**src/rtl/hht_spmv_row_mac.sv**
```systemverilog
// Per-row multiply-accumulate for the CSR SpMV path: input pair FIFO, product stage,
// accumulate stage, single-entry result register. Optional saturation: HHT_MAC_SAT_EN.
module hht_spmv_row_mac #(
    parameter int unsigned DATA_W     = 32,
    parameter int unsigned ACC_W      = 64,
    parameter int unsigned NUM_ROWS   = 16,
    parameter int unsigned ROW_W      = 5,
    parameter int unsigned FIFO_DEPTH = 4
) (
    input  logic              Clk,
    input  logic              Rst,
    input  logic              clear,
    input  logic              in_valid,
    output logic              in_ready,
    input  logic [DATA_W-1:0] in_mat,
    input  logic [DATA_W-1:0] in_vec,
    input  logic              in_last,
    input  logic              in_empty_row,
    output logic              res_valid,
    input  logic              res_ready,
    output logic [ACC_W-1:0]  res_data,
    output logic [ROW_W-1:0]  res_row,
    output logic              res_mlast,
    output logic              busy,
    output logic              ovf
);

    localparam int unsigned PtrW  = $clog2(FIFO_DEPTH);
    localparam int unsigned ProdW = 2 * DATA_W;
    localparam int unsigned EntW  = ProdW + 2;

    logic [EntW-1:0]  fifo_q [FIFO_DEPTH];
    logic [PtrW:0]    wr_ptr_q, wr_ptr_d, rd_ptr_q, rd_ptr_d;
    logic             p_valid_q, p_valid_d, p_final_q, p_final_d;
    logic [ProdW-1:0] p_prod_q, p_prod_d;
    logic [ACC_W-1:0] acc_q, acc_d;
    logic [ROW_W-1:0] row_q, row_d;
    logic             row_act_q, row_act_d;
    logic             res_valid_q, res_valid_d;
    logic [ACC_W-1:0] res_data_q, res_data_d;
    logic [ROW_W-1:0] res_row_q, res_row_d;
    logic             ovf_q, ovf_d;

    logic              fifo_empty, fifo_full, push, pop, a_stall, a_fire, carry;
    logic [EntW-1:0]   head;
    logic              head_last, head_empty;
    logic [DATA_W-1:0] head_mat, head_vec;
    logic [ProdW-1:0]  head_prod;
    logic [ACC_W:0]    sum;
    logic [ACC_W-1:0]  acc_next;
    logic [ROW_W-1:0]  row_inc;

    assign fifo_empty = (wr_ptr_q == rd_ptr_q);
    assign fifo_full  = (wr_ptr_q[PtrW] != rd_ptr_q[PtrW]) &&
                        (wr_ptr_q[PtrW-1:0] == rd_ptr_q[PtrW-1:0]);
    assign push       = in_valid && !fifo_full;

    assign head = fifo_q[rd_ptr_q[PtrW-1:0]];
    assign {head_last, head_empty, head_mat, head_vec} = head;
    assign head_prod = head_empty ? '0 : ProdW'(head_mat) * ProdW'(head_vec);

    // Only a row-final pair needs the output register, so only it can stall.
    assign a_stall = p_valid_q && p_final_q && res_valid_q && !res_ready;
    assign a_fire  = p_valid_q && !a_stall;
    assign pop     = !fifo_empty && (!p_valid_q || a_fire);

    assign sum   = {1'b0, acc_q} + {1'b0, ACC_W'(p_prod_q)};
    assign carry = sum[ACC_W];

    always_comb begin
        acc_next = sum[ACC_W-1:0];
`ifdef HHT_MAC_SAT_EN
        if (carry) begin
            acc_next = '1;
        end
`endif
    end

    assign row_inc = (row_q == ROW_W'(NUM_ROWS - 1)) ? '0 : row_q + ROW_W'(1);

    always_comb begin
        wr_ptr_d    = wr_ptr_q;
        rd_ptr_d    = rd_ptr_q;
        p_valid_d   = p_valid_q;
        p_final_d   = p_final_q;
        p_prod_d    = p_prod_q;
        acc_d       = acc_q;
        row_d       = row_q;
        row_act_d   = row_act_q;
        res_valid_d = res_valid_q;
        res_data_d  = res_data_q;
        res_row_d   = res_row_q;
        ovf_d       = ovf_q;

        if (push) begin
            wr_ptr_d = wr_ptr_q + 1'b1;
        end
        if (pop) begin
            rd_ptr_d  = rd_ptr_q + 1'b1;
            p_valid_d = 1'b1;
            p_final_d = head_last || head_empty;
            p_prod_d  = head_prod;
        end else if (a_fire) begin
            p_valid_d = 1'b0;
        end

        if (res_valid_q && res_ready) begin
            res_valid_d = 1'b0;
        end
        if (a_fire) begin
            if (carry) begin
                ovf_d = 1'b1;
            end
            if (p_final_q) begin
                res_valid_d = 1'b1;
                res_data_d  = acc_next;
                res_row_d   = row_q;
                acc_d       = '0;
                row_d       = row_inc;
                row_act_d   = 1'b0;
            end else begin
                acc_d     = acc_next;
                row_act_d = 1'b1;
            end
        end

        if (clear) begin
            wr_ptr_d    = '0;
            rd_ptr_d    = '0;
            p_valid_d   = 1'b0;
            p_final_d   = 1'b0;
            p_prod_d    = '0;
            acc_d       = '0;
            row_d       = '0;
            row_act_d   = 1'b0;
            res_valid_d = 1'b0;
            res_data_d  = '0;
            res_row_d   = '0;
            ovf_d       = 1'b0;
        end
    end

    // Storage needs no reset: pointers alone define occupancy.
    always_ff @(posedge Clk) begin
        if (push) begin
            fifo_q[wr_ptr_q[PtrW-1:0]] <= {in_last, in_empty_row, in_mat, in_vec};
        end
    end

    always_ff @(posedge Clk or negedge Rst) begin
        if (!Rst) begin
            wr_ptr_q    <= '0;
            rd_ptr_q    <= '0;
            p_valid_q   <= 1'b0;
            p_final_q   <= 1'b0;
            p_prod_q    <= '0;
            acc_q       <= '0;
            row_q       <= '0;
            row_act_q   <= 1'b0;
            res_valid_q <= 1'b0;
            res_data_q  <= '0;
            res_row_q   <= '0;
            ovf_q       <= 1'b0;
        end else begin
            wr_ptr_q    <= wr_ptr_d;
            rd_ptr_q    <= rd_ptr_d;
            p_valid_q   <= p_valid_d;
            p_final_q   <= p_final_d;
            p_prod_q    <= p_prod_d;
            acc_q       <= acc_d;
            row_q       <= row_d;
            row_act_q   <= row_act_d;
            res_valid_q <= res_valid_d;
            res_data_q  <= res_data_d;
            res_row_q   <= res_row_d;
            ovf_q       <= ovf_d;
        end
    end

    assign in_ready  = !fifo_full;
    assign res_valid = res_valid_q;
    assign res_data  = res_data_q;
    assign res_row   = res_row_q;
    assign res_mlast = res_valid_q && (res_row_q == ROW_W'(NUM_ROWS - 1));
    assign ovf       = ovf_q;
    assign busy      = !fifo_empty || p_valid_q || (acc_q != '0) || row_act_q || res_valid_q;

endmodule
```
**config.mk**
```make
export PLATFORM = sky130hd
export DESIGN_NAME = hht_spmv_row_mac
export DESIGN_NICKNAME = d
export VERILOG_FILES = /design/src/rtl/hht_spmv_row_mac.sv
export SDC_FILE = /design/constraint.sdc
export NUM_CORES = 2
export LEC_CHECK = 0
export ABC_AREA = 1
export BUFFER_PORTS_ARGS = -buffer_cell sky130_fd_sc_hd__buf_2
export CAP_MARGIN = 20
export CORE_ASPECT_RATIO = 0.7
export CORE_MARGIN = 2
export CORE_UTILIZATION = 41
export DETAILED_ROUTE_END_ITERATION = 7
export GPL_TIMING_DRIVEN = 0
export SYNTH_ARGS = -nofsm -noshare
export SYNTH_HDL_FRONTEND = slang
export SYNTH_SLANG_ARGS = --single-unit
```
**constraint.sdc**
```tcl
create_clock -name Clk -period 21.2 [get_ports Clk]
set_input_delay 4.24 -clock Clk [delete_from_list [all_inputs] [get_ports Clk]]
set_output_delay 4.24 -clock Clk [all_outputs]
set_load 0.1 [all_outputs]
```
==> impl_metrics.json <==
{
  "fin_nets": 8697,
  "detailedRoute.firstIterationViolations": 5987,
  "die_w_um": 455,
  "grt_pass1_wl_um": 332000,
  "cts_htree_levels": 2,
  "crit_slowest_cell": "a32oi_2",
  "hold_path_class": "flop to flop",
  "port_buffers": 143,
  "gp_congestion": 1.01,
  "hp-start": "res_data[48]",
  "clkSinkCount": 477,
  "outcome": "finished, final reports clean",
  "grt_remaining_overflow": 0,
  "die_area_um2": 146000,
  "synthesis.instances": 7181,
  "avgViaCountPerCell": 5.26,
  "synth_edf_count": 264,
  "drv_cap": 0,
  "rr_worst_depth": 31,
  "drtAntennaViolNets": 0,
  "cts_tree": "done",
  "fin_crit_ns": 10.05,
  "syn2layout_area_growth_pct": 9.03,
  "slew_headroom": 0.0225,
  "finalCritPeriodShare": 0.474,
  "critPathMostFrequentCell": "fa_1",
  "grt_pass1_vias": 47762,
  "start_kind": "flop",
  "post-cts-setup-buffers": 0,
  "crit_arrival_ns": 10.61,
  "core-area_um2": 141000,
  "wl_per_cell_um": 24.5,
  "clkTransAtPathRegs_ns": 0.06,
  "cp-end-kind": "flop",
  "critPathRequiredTime_ns": 21.77,
  "cts_resized": 0,
  "regToRegSetupSlack_ns": 11.15,
  "start_util": 0.415,
  "r2r_start": "rd_ptr_q[1]",
  "drc_errors": 0,
  "grt_usage": 0.318,
  "fin_tns_setup_ns": 0,
  "min_path_cells": 2,
  "slew_viol_final": 0,
  "clockBufferDepth": 3,
  "clockRootBuffer": "clkbuf_16",
  "hold_violations": 0,
  "rsz0062_at_grt": "no",
  "whs_endpoint": "res_data[48]",
  "ys_ff_latch": 477,
  "grt_start_max_net_pins": 85,
  "fp.dieH_um": 320,
  "synthFlopType": "edfxtp_1",
  "finalSetupViolCount": 0,
  "drt-total-wl_um": 228000,
  "ys_types": 45,
  "drive_above_1_share": 0.0723,
  "final_util": 0.452,
  "yosysWarnings": 0,
  "cts_hold_buf": 0,
  "r2r_end": "p_prod_q[54]",
  "dp_hpwl_um": 193000,
  "path_class": "flop to flop",
  "n_fill_cell": 14239,
  "rows": 115,
  "dr.pass1.iters": 6,
  "worst_slew_pin_slew_ns": 1.47,
  "syn_area_um2": 58500,
  "syn_avg_cell_area_um2": 8.14,
  "max_clock_freq_mhz": 99.6,
  "grt_antenna_before_repair": 12,
  "async_reset_ff_frac": 0.447,
  "critPathMaxFanout": 10,
  "pin_count": 145,
  "clock_skew_ns": 0.0369,
  "cts_buffers": 54,
  "ys_seq_area_frac": 0.227,
  "syn_nets": 8482,
  "cpPeakStageDelay_ns": 1.02,
  "vias": 49003,
  "clk_latency_ns": 0.68
}
[layer usage]
layer  track usage  wire (um)
met4        0.0675       5140
met5       0.00565        235
met3        0.0978      30500
met1         0.512     108000
met2         0.407      84400
[through the flow]
step | instances | instance area, um2 | hold slack [ns] | worst slack, ns
after floorplan | 7181 | 58500 | 0.454 | 13.45
after detailed placement | 9210 | 61800 | 0.461 | 11.49
after global routing | 9311 | 63700 | 0.496 | 10.92
after CTS | 9309 | 63700 | 0.478 | 11.47
final | 9317 | 63700 | 0.474 | 11.15
after global placement | 9196 | 61500 | 0.460 | 10.61
[cells in the mapped netlist, drive strengths merged, types with 42 or more instances]
library cell	instances	share of area
a21oi	176	0.015
a32oi	65	0.019
buf	193	0.022
clkbuf	42	0.0027
dfrtp	213	0.091
edfxtp	264	0.14
fa	897	0.31
ha	333	0.071
inv	1575	0.10
nand2	2165	0.14
nand3	186	0.016
nor2	822	0.053
o21ai	98	0.0085
[critical path, delay by kind of cell (launching register included)]
| family | cells | cell delay (ns) |
|---|---|---|
| buffers and inverters | 9 | 1.82 |
| AND/OR/NAND/NOR | 11 | 2.35 |
| AO/OA/AOI/OAI | 2 | 1.10 |
| flip-flops | 1 | 0.43 |
| adder cells (fa/ha/maj) | 9 | 4.21 |
[layout by cell type, fill, tap and decap left out, types with 8 or more instances in the layout]
master,instances
o21ai_1,19
clkbuf_16,55
inv_1,1531
edfxtp_1,264
a21oi_1,175
o21bai_1,9
dfrtp_1,213
o21ai_0,78
buf_2,269
nand2_1,2162
nor2_1,817
clkbuf_1,50
nand3_1,186
nand4_1,13
buf_12,8
ha_1,333
xor2_1,18
a32oi_1,22
xnor2_1,26
nand3b_1,16
inv_2,42
buf_6,38
a32oi_4,22
buf_4,24
nor3_1,35
fa_1,897
clkbuf_8,9
clkinv_2,10
a32oi_2,21
nor4_1,14
[registers in the layout, summed over array words and instances, names as in the netlist]
register   cells
ovf            1
p_prod_q      64
wr_ptr_q       3
fifo_q       264
acc_q         64
rd_ptr_q       3
res_data      64
p_final_q      1
row_act_q      1
row_q          5
res_valid      1
p_valid_q      1
res_row        5
[logic make-up after synthesis]
kind of cell	synth area share
AO/OA/AOI/OAI	0.0458
AND/OR/NAND/NOR	0.217
buffers and inverters	0.126
flip-flops	0.227
adder cells (fa/ha/maj)	0.378
XOR/XNOR	0.00659
[how the worst max path moves through the flow]
stage	slack, ns	to	cells past startpoint	start
after CTS	11.47	p_prod_q[54]	30	rd_ptr_q[1]
after detailed placement	11.49	p_prod_q[54]	30	rd_ptr_q[1]
final	11.15	p_prod_q[54]	31	rd_ptr_q[1]
after global routing	10.92	p_prod_q[54]	32	rd_ptr_q[1]
after global placement	10.61	fifo_q[1][30]	3	in_valid
after floorplan	13.45	wr_ptr_q[2]	4	in_valid
[area by class of cell]
cell class | count | area (um2) | share of cell area
antenna | 6 | 15.0 | 0.000236
buffer | 235 | 1420 | 0.0222
clock buffer | 72 | 1530 | 0.0240
clock inverter | 27 | 330 | 0.00518
inverter | 1577 | 5930 | 0.0930
multi-input combinational | 4892 | 37900 | 0.594
sequential | 477 | 13300 | 0.208
tap | 1872 | 2340 | 0.0367
timing repair buffer | 159 | 1030 | 0.0162
Power is not shown: default switching activity piles up to over one toggle a cycle in this logic, so the estimate is an artifact.
